## config.mk

```make
export PLATFORM = sky130hd
export DESIGN_NAME = mc_ctrl
export DESIGN_NICKNAME = d
export VERILOG_FILES = /design/src/rtl/mc_ctrl.sv
export SDC_FILE = /design/constraint.sdc
export NUM_CORES = 1
export LEC_CHECK = 0
export BUFFER_PORTS_ARGS = -buffer_cell sky130_fd_sc_hd__buf_2
export CAP_MARGIN = 15
export CORE_ASPECT_RATIO = 1.1
export CORE_MARGIN = 2
export CORE_UTILIZATION = 43
export CTS_CLUSTER_DIAMETER = 80
export DETAILED_ROUTE_END_ITERATION = 16
export PLACE_DENSITY = 0.8
export SLEW_MARGIN = 40
export SYNTH_ARGS = -nofsm -noshare
export SYNTH_HDL_FRONTEND = slang
export SYNTH_SLANG_ARGS = --single-unit
```

## constraint.sdc

```tcl
create_clock -name clk -period 1.96 [get_ports clk]
set_input_delay 0.392 -clock clk [delete_from_list [all_inputs] [get_ports clk]]
set_output_delay 0.392 -clock clk [all_outputs]
set_load 0.1 [all_outputs]
```

## src/rtl/mc_ctrl.sv

```systemverilog
// Multi-cycle MIPS-lite control unit: a FETCH/DECODE/EXEC/MEM/WB sequencer that
// drives datapath strobes and mux selects and counts retired instructions.
module mc_ctrl (
  input  logic        clk,
  input  logic        reset,
  input  logic [31:0] instr,
  input  logic        zero,
  output logic        ir_we,
  output logic        pc_we,
  output logic [1:0]  npc_sel,
  output logic        reg_we,
  output logic        mem_we,
  output logic [1:0]  reg_dst,
  output logic [1:0]  wd_sel,
  output logic        alu_src,
  output logic [1:0]  alu_op,
  output logic        ext_op,
  output logic [2:0]  state,
  output logic [31:0] retired
);

  localparam logic [2:0] S_FETCH  = 3'd0;
  localparam logic [2:0] S_DECODE = 3'd1;
  localparam logic [2:0] S_EXEC   = 3'd2;
  localparam logic [2:0] S_MEM    = 3'd3;
  localparam logic [2:0] S_WB     = 3'd4;

  logic [2:0]  state_q, state_d;
  logic [31:0] retired_q, retired_d;

  logic [5:0] op, funct;
  logic is_addu, is_subu, is_jr, is_ori, is_lw, is_sw, is_beq, is_lui, is_j, is_jal;
  logic is_illegal;

  logic       ir_we_c, pc_we_c, reg_we_c, mem_we_c;
  logic [1:0] alu_op_dec;
  logic       alu_src_dec, ext_op_dec;

  // Only opcode and funct take part in decoding; the operand fields are datapath-only.
  logic unused_fields;
  assign unused_fields = ^instr[25:6];

  assign op    = instr[31:26];
  assign funct = instr[5:0];

  assign is_addu = (op == 6'b000000) && (funct == 6'b100001);
  assign is_subu = (op == 6'b000000) && (funct == 6'b100011);
  assign is_jr   = (op == 6'b000000) && (funct == 6'b001000);
  assign is_ori  = (op == 6'b001101);
  assign is_lw   = (op == 6'b100011);
  assign is_sw   = (op == 6'b101011);
  assign is_beq  = (op == 6'b000100);
  assign is_lui  = (op == 6'b001111);
  assign is_j    = (op == 6'b000010);
  assign is_jal  = (op == 6'b000011);
  assign is_illegal = !(is_addu | is_subu | is_jr | is_ori | is_lw | is_sw |
                        is_beq | is_lui | is_j | is_jal);

  // ALU controls decoded once; they are presented unchanged through EXEC, MEM and WB.
  always_comb begin
    alu_op_dec  = 2'd0;
    alu_src_dec = 1'b0;
    ext_op_dec  = 1'b0;
    if (is_subu) begin
      alu_op_dec = 2'd1;
    end else if (is_ori) begin
      alu_op_dec  = 2'd2;
      alu_src_dec = 1'b1;
    end else if (is_lui) begin
      alu_op_dec  = 2'd3;
      alu_src_dec = 1'b1;
    end else if (is_lw || is_sw) begin
      alu_src_dec = 1'b1;
      ext_op_dec  = 1'b1;
    end else if (is_beq) begin
      alu_op_dec = 2'd1;
      ext_op_dec = 1'b1;
    end
  end

  always_comb begin
    state_d  = S_FETCH;
    ir_we_c  = 1'b0;
    pc_we_c  = 1'b0;
    reg_we_c = 1'b0;
    mem_we_c = 1'b0;
    npc_sel  = 2'd0;
    reg_dst  = 2'd0;
    wd_sel   = 2'd0;
    alu_op   = 2'd0;
    alu_src  = 1'b0;
    ext_op   = 1'b0;
    case (state_q)
      S_FETCH: begin
        ir_we_c = 1'b1;
        state_d = S_DECODE;
      end
      S_DECODE: begin
        if (is_j) begin
          pc_we_c = 1'b1;
          npc_sel = 2'd2;
        end else if (is_jal) begin
          pc_we_c  = 1'b1;
          npc_sel  = 2'd2;
          reg_we_c = 1'b1;
          reg_dst  = 2'd2;
          wd_sel   = 2'd2;
        end else if (is_jr) begin
          pc_we_c = 1'b1;
          npc_sel = 2'd3;
        end else if (is_illegal) begin
          pc_we_c = 1'b1;
        end else begin
          state_d = S_EXEC;
        end
      end
      S_EXEC: begin
        alu_op  = alu_op_dec;
        alu_src = alu_src_dec;
        ext_op  = ext_op_dec;
        if (is_beq) begin
          pc_we_c = 1'b1;
          npc_sel = zero ? 2'd1 : 2'd0;
        end else if (is_lw || is_sw) begin
          state_d = S_MEM;
        end else if (is_addu || is_subu || is_ori || is_lui) begin
          state_d = S_WB;
        end
      end
      S_MEM: begin
        alu_op  = alu_op_dec;
        alu_src = alu_src_dec;
        ext_op  = ext_op_dec;
        if (is_sw) begin
          mem_we_c = 1'b1;
          pc_we_c  = 1'b1;
        end else if (is_lw) begin
          state_d = S_WB;
        end
      end
      S_WB: begin
        alu_op   = alu_op_dec;
        alu_src  = alu_src_dec;
        ext_op   = ext_op_dec;
        reg_we_c = 1'b1;
        pc_we_c  = 1'b1;
        reg_dst  = (is_addu || is_subu) ? 2'd1 : 2'd0;
        wd_sel   = is_lw ? 2'd1 : 2'd0;
      end
      default: state_d = S_FETCH;
    endcase
  end

  // Reset masks strobes combinationally so an abort takes effect before the next edge.
  assign ir_we  = ir_we_c  & ~reset;
  assign pc_we  = pc_we_c  & ~reset;
  assign reg_we = reg_we_c & ~reset;
  assign mem_we = mem_we_c & ~reset;

  assign retired_d = pc_we ? (retired_q + 32'd1) : retired_q;

  always_ff @(posedge clk or posedge reset) begin
    if (reset) begin
      state_q   <= S_FETCH;
      retired_q <= 32'd0;
    end else begin
      state_q   <= state_d;
      retired_q <= retired_d;
    end
  end

  assign state   = state_q;
  assign retired = retired_q;

endmodule
```

[After elaboration in Yosys (flattened, before gate mapping)]
Cells that the tools add are included.
W data, S select, Z words.
Cells by class
  magnitude comparators: 0
  bitwise gates (word level): 14
  add/subtract/negate cells: 1
  shift operators: 0
  reductions and logical operators: 10
  div/mod/pow operators: 0
  equality and inequality tests: 14
  mux-type cells: 50
  $mul: 0
Operators with widths (number)
  $add A32 B1 Y32 const B: 1
  $mux W1: 26
  $mux W2: 13
  $eq A6 B6 Y1 const B: 4
  $eq A6 B4 Y1 const B: 3
  $mux W3: 5
  $eq A6 B2 Y1 const B: 2
  $pmux W2 S2: 3
  $pmux W3 S4: 1
  $or A1 B1 Y1: 9
  $eq A3 B2 Y1 const B: 2
  $eq A6 B3 Y1 const B: 1
  $logic_not A6 Y1: 1
  $and A1 B1 Y1: 4
  $logic_or A1 B1 Y1: 4
  $pmux W1 S4: 1
  $eq A3 B1 Y1 const B: 1
  $eq A3 B3 Y1 const B: 1
  $logic_and A1 B1 Y1: 3
  $logic_not A3 Y1: 1
  $reduce_or A3 Y1: 1
  $pmux W1 S2: 1
  $not A1 Y1: 1
Word-level totals
  logic and storage cells: 91
  memory bits (writable): 0
  bits in registers: 35
  input bits: 35
  output and inout port bits: 49
  latch bits: 0
  memory bits (read-only): 0
  memories: 0

[Logic depth before layout (Yosys ltp)]
Gate-level depths: netlist (run 1).
  depth after elaboration: 17
  depth in mapped cells: 9

[Worst setup path after synthesis (run 1)]
OpenSTA, ideal clock, no wires.
  path kind: register to register
  start: register state_q[0] (netlist: state[0])
  end: register retired_q[11] (netlist: retired[11])
  cell stages (with the launch flop): 10
  library setup time: 0.159 ns
  path buffers: 2
  period minus slack after synthesis: 5.568 ns
  arrival: 5.409 ns
  path slack: -3.608 ns
  cell sequence: dfrtp_1 buf_2 nand3b_1 nor4_1 o21bai_2 nor2_4 inv_4 buf_6 nand4_2 xnor2_1
Between the ends
  word-level cells in the longest chain between the ends: 3
Ends and longest elaborated chain
  start, declared: RTL line 28  | logic [2:0] state_q, state_d;
  start signal, assigned: RTL line 167  | state_q <= state_d;
  $eq A3 B3 Y1, or another cell as far along: RTL line 93  | case (state_q)
  $pmux W1 S4 *: RTL line 93
  $and A1 B1 Y1 *: RTL line 156  | assign pc_we = pc_we_c & ~reset;
  via pc_we: RTL line 9  | output logic pc_we,
  end signal, assigned: RTL line 168  | retired_q <= retired_d;
  end, declared: RTL line 29  | logic [31:0] retired_q, retired_d;
The timed path passes the listed nets; every way through them passes the cells marked *.
A chain may end at the register's enable or synchronous reset.

[Final worst setup path (run 1)]
  start: register state_q[2] (netlist: state[2])
  end: output pc_we
Between the ends
  word-level cells in the longest chain between the ends: 3
Ends and longest elaborated chain (RTL line)
  $eq A3 B3 Y1, or another cell as far along: 93
  $pmux W1 S4 *: 93
  $and A1 B1 Y1 *: 156
  end, declared: 9
Every way passes the cells marked *; elsewhere a longest branch is shown, timed or not.

==> metrics.txt, run 1 <==
largest fanout on the critical path 2; Detail Route Antenna Nets 0; setup_tns -4.44 ns; synthesized area per cell 9.79 um2; area delta synth->final 82.4%; largest net degree at the start of global routing 36; drt wl/cell 20.4 um; # H-tree levels 2; CTS Buffer Depth 2; mapped cell area 2050 um2; Worst Setup End Kind output pin; worst-path cell chain or3b_4, nor2_4, o2111a_2, nor2_4, inv_4, buf_12; fmax 0.443 GHz; Arr. time, crit path 1.86 ns; Total Routed Length 7730 um; DR vias/cell 5.88; total grt overflow 0; power per cell area 962 nW/um2; Die Wd 69.8 um; fin crit share 115%; Final GP Congestion 0.825; skew final 0.0133 ns; number of global-route vias before repair 2106; Hold Fails Final Rpt 0; slew of the pin with the lowest slew margin 0.513 ns; I/O Buffers 63; Final Core Density 80.8%; root buf cell clkbuf_8; failing checks negative setup slack; min cycle time layout 2.26 ns; maxcap violations 0; RSZ-0062 raised after global routing yes; Final Setup Violations 41; Seq/Total Area, Yosys 42.8%; die area 5330 um2; total CTS buffers 5; net count after synthesis 245; Starting Density 44.3%; Pleak 1.72 nW; Clk Latency, worst-skew pair 0.30 ns; Distinct cells, synth 43; status finished with violations; row cnt 26; CTS tree yes; DR DRC count 0; I/O Pins 84; antenna cells 0; critical path data required time 1.57 ns; slowest stage delay, CP 0.49 ns; antenna violations before repair 0; Yosys reg bits 35; final worst slack -0.295 ns; proportion of layout cells with a drive suffix above 1 60.1%; Worst Setup Start Kind flip-flop; Setup CP Type reg2out; Ys Warns 0; final net count 358; Slew headroom 66.0%; VDD IR max 0.00112 V; via count of the routed design 2229; CP bufs+invs 2; first-pass GRT wire length 10800 um; drt first pass iters 5; GRT Util Overall 25.6%; Syn Inst Count 209; CTS Sinks 35; clock-pin slew on the worst setup and hold paths 0.08 ns; family with the most delay on the worst path simple AND/OR/NAND/NOR gates; Final HPWL DP 4190 um; height of the die 76.3 um; DRT iter0 DRCs 142; Slowest-stage cell, CP dfrtp_4; Hold/Removal Path Class in2async; max-slew violations 0; Crit path top cell by count nor2_4; Floorplan Core Area 4620 um2
==> synth_stat cells (all sizes together) <==
cell	count	area, um2
or2	1	6.26
a21boi	3	22.5
xor2	15	131
a21oi	3	15.0
and2b	1	7.51
nor2b	2	12.5
and3	5	31.3
clkbuf	1	3.75
nor2	16	67.6
and2	3	18.8
nand3b	1	7.51
o21ai	4	20.0
o21bai	2	18.8
buf	9	63.8
a41o	1	10.0
nor3b	4	30.0
dfrtp	35	876
nand4	21	144
or3b	1	11.3
mux2i	1	10.0
nor3	13	90.1
ha	1	12.5
nor4	9	71.3
o2111a	1	11.3
nand4b	1	8.76
nand3	16	100
inv	5	21.3
nor4b	1	8.76
nand2b	1	6.26
nand2	15	58.8
a41oi	1	8.76
xnor2	16	140
==> metrics by stage <==
stage	power (W)	hold WS, ns	instances	instance area (um2)	setup slack [ns]
final	0.00359	0.407	379	3730	-0.295
after global routing	0.00370	0.445	379	3730	-0.333
after floorplan	0.00214	0.546	209	2240	-1.16
after CTS	0.00335	0.397	374	3490	-0.284
after global placement	0.00254	0.458	357	3050	-0.168
after detailed placement	0.00257	0.466	357	3050	-0.236
==> where the power goes <==
group	total [W]	leakage, nW	internal [W]	switching (W)
logic	0.00204	1.23	0.000621	0.00142
clock network	0.000603	0.0505	0.000320	0.000283
registers	0.000946	0.442	0.000817	0.000129
total	0.00359	1.72	0.00176	0.00183
==> kinds of logic after synthesis <==
| logic type | Yosys count | synth area share [%] |
|---|---|---|
| simple gates | 111 | 33.3 |
| mux | 1 | 0.489 |
| flops | 35 | 42.8 |
| xor+xnor | 31 | 13.3 |
| fa+ha+maj | 1 | 0.612 |
| buf+inv | 15 | 4.34 |
| compound gates | 15 | 5.20 |
==> registers in the layout, summed over array words and instances, names as in the netlist <==
register,flops
state,3
retired,32
==> cell usage in the layout (no fill, tap or decap), types with 7 or more instances in the layout <==
cell type | synthesis | routed
buf_12 | 0 | 16
nand2_1 | 14 | 8
xnor2_1 | 16 | 13
clkbuf_8 | 0 | 7
buf_4 | 1 | 37
nand4_1 | 19 | 19
buf_2 | 3 | 44
nor2_4 | 1 | 11
buf_6 | 3 | 13
dfrtp_1 | 35 | 32
nand3_1 | 12 | 8
nor4_4 | 1 | 8
nor3_4 | 0 | 11
xor2_1 | 15 | 15
==> timing repair <==
action | 4_1_cts | 5_1_grt
hold buffers | 0 | 0
setup buffers | 9 | 9
pin swaps | 28 | 29
endpoints found under the setup margin | 19 | 46
cloned | 0 | 0
gates resized for setup | 53 | 48
==> layout make-up <==
type	instances	area, um2
fillers	228	888
repair buffers	116	1050
clock inverters	1	7.51
clock buffers	7	96.3
flip-flops and latches	35	887
multi-input cells	159	1600
inverters	5	21.3
well taps	56	70.1
==> worst paths after layout <==
check,startpoint,endpoint,slack (ns),depth (start not counted)
worst max-delay path,state[2],pc_we,-0.30,6
worst min-delay path,reset,retired[25],0.41,4
worst max register to register,state[2],retired[18],-0.22,9
worst min register to register,retired[31],retired[31],0.48,1
max in group asynchronous,reset,state[2],1.19,4
min in group clk,retired[31],retired[31],0.48,1
==> layer usage <==
| layer | up-vias | part of all wire, % | global-route usage [%] |
|---|---|---|---|
| li1 | 976 | - | - |
| met1 | 1121 | 40 | 33.6 |
| met2 | 108 | 51 | 40.9 |
| met3 | 24 | 5.5 | 5.95 |
| met4 | 0 | 3.2 | 10.2 |
| met5 | - | 0 | 0 |
==> worst min-delay path, delay by kind of cell <==
| kind | cells | cell delay (ns) |
|---|---|---|
| buf+inv | 4 | 0.75 |
Note: power is estimated with default switching activity, not from simulation.
==> inputs of run 2 (changes only) <==
CORE_UTILIZATION = 45   (was 43)
CTS_BUF_LIST = sky130_fd_sc_hd__clkbuf_4 sky130_fd_sc_hd__clkbuf_8   (was default)
PLACE_DENSITY = 0.83   (was 0.8)
==> run 2 against run 1 <==
  * The run still ends with negative setup slack left
  * Worst setup slack got worse by 0.058 ns
  * Utilization rose by 6.2 points
  * Critical path depth did not move
  * Critical path type unchanged
  * Global-route usage rose by 2.8 points
==> metrics.txt, run 2 (synthesis gave the netlist of run 1 again) <==
clock-pin slew on the worst setup and hold paths 0.09 ns; Total Routed Length 8770 um; largest fanout on the critical path 3; fin crit share 118%; power per cell area 959 nW/um2; antenna violations before repair 0; Arr. time, crit path 1.92 ns; Final HPWL DP 4300 um; Detail Route Antenna Nets 0; Clk pwr share 16.2%; total CTS buffers 5; antenna cells 0; Slowest-stage cell, CP dfrtp_4; DRT iter0 DRCs 146; drt wl/cell 22.6 um; sequential share of power 26.1%; cell internal pwr 0.00178 W; first-pass GRT wire length 10400 um; I/O Buffers 63; Worst Setup End Kind output pin; slew of the pin with the lowest slew margin 0.524 ns; DR DRC count 0; final worst slack -0.353 ns; Combinational Power Share 57.7%; Setup CP Type reg2out; DP Area 3010 um2; fin area 3780 um2; worst-path cell chain or3b_4, nor2_2, o2111a_2, nor2_4, inv_4, buf_12; Worst Setup Start Kind flip-flop; Hold Fails Final Rpt 0; skew final 0.0203 ns; VDD IR max 0.000717 V; Final GP Congestion 0.837; status finished with violations; RSZ-0062 raised after global routing yes; failing checks negative setup slack; DR vias/cell 6.09; min cycle time layout 2.31 ns; drt first pass iters 5; die area 5100 um2; Starting Density 47.1%; I/O Pins 84; Final Setup Violations 38; reg2reg start state[2]; Sw Share 50.9%; maxcap violations 0; CTS Buffer Depth 2; placed insts 358; total grt overflow 0; Die Wd 68.3 um; Pleak 1.77 nW; reg2reg path depth 8; fmax 0.432 GHz; area delta synth->final 84.8%; number of global-route vias before repair 2130; final net count 369; Psw 0.00185 W; proportion of layout cells with a drive suffix above 1 59.6%; most frequent cells in the layout buf_2 (44), buf_4 (44), dfrtp_1 (32); Layout Cells excl Fill 388; max FFs per register 32; Hold/Removal Path Class in2async; via count of the routed design 2361; FILL cells 177; row cnt 25; root buf cell clkbuf_8; largest net degree at the start of global routing 36; height of the die 74.7 um; Floorplan Core Area 4350 um2; max-slew violations 0; CTS tree yes; Clk Latency, worst-skew pair 0.31 ns; Slew headroom 65.3%; hold_buf cts 0; critical path data required time 1.57 ns; slowest stage delay, CP 0.49 ns; GRT Util Overall 28.4%; critical path startpoint state[2]; CTS Sinks 35; # H-tree levels 2
## run 2: cell types whose count changed in the layout (fill, tap and decap cells not counted), moves of 3 or more
| cell | previous run | this run |
|---|---|---|
| nor3_4 | 11 | 8 |
| buf_12 | 16 | 19 |
| nand3_1 | 8 | 12 |
| buf_4 | 37 | 44 |
## run 2: what timing repair did
action	in CTS	in global routing
pin swaps	15	26
gates resized for setup	58	40
buffers inserted	8	13
endpoints found under the setup margin	24	46
cloned	0	2
## run 2: worst paths after layout
check | end | slack [ns]
min | retired[29] | 0.39
max reg2reg | retired[21] | -0.24
min reg2reg | retired[15] | 0.50
max | pc_we | -0.35
max in group asynchronous | state[0] | 1.23
min in group clk | retired[15] | 0.50
## run 2: power groups by stage
stage | registers, W | logic [W] | clock network, W
after CTS | 0.000926 | 0.00173 | 0.000575
after global routing | 0.000956 | 0.00217 | 0.000622
after floorplan | 0.00155 | 0.000584 | 0
after global placement | 0.000930 | 0.00155 | 0
after detailed placement | 0.000938 | 0.00158 | 0
final | 0.000946 | 0.00209 | 0.000587
## run 2: layer usage
| layer | GRT usage, % | vias up | share of wire, % |
|---|---|---|---|
| met5 | 0 | - | 0 |
| met4 | 13.6 | 0 | 6.6 |
| met3 | 7.47 | 49 | 6.3 |
| met2 | 52.0 | 141 | 54 |
| met1 | 29.8 | 1168 | 34 |
| li1 | - | 1003 | - |
## run 2: per-stage QoR
step	power, W	util, %	setup WS [ns]	hold slack [ns]	setup TNS, ns
global route	0.00375	87.0	-0.381	0.435	-7.52
detailed placement	0.00252	69.3	-0.351	0.466	-6.33
floorplan	0.00214	-	-1.16	0.546	-39.74
CTS	0.00323	79.1	-0.269	0.384	-3.31
global placement	0.00248	69.3	-0.240	0.458	-3.69
finish	0.00363	87.0	-0.353	0.386	-5.82
## run 2: area by class of cell
cell class | instances | area, um2 | share of cell area, %
flip-flops and latches | 35 | 887 | 23.5
multi-input cells | 159 | 1510 | 39.9
well taps | 54 | 67.6 | 1.79
clock buffers | 6 | 82.6 | 2.18
clock inverters | 2 | 16.3 | 0.430
repair buffers | 127 | 1190 | 31.6
inverters | 5 | 23.8 | 0.629
## run 2: worst max-delay path, delay by kind of cell, from the launching register on
kind / cells / cell delay, ns
and+or+nand+nor: 3 / 0.59
DFF: 1 / 0.49
buffers and inverters: 2 / 0.25
AOI/OAI and AO/OA: 1 / 0.26
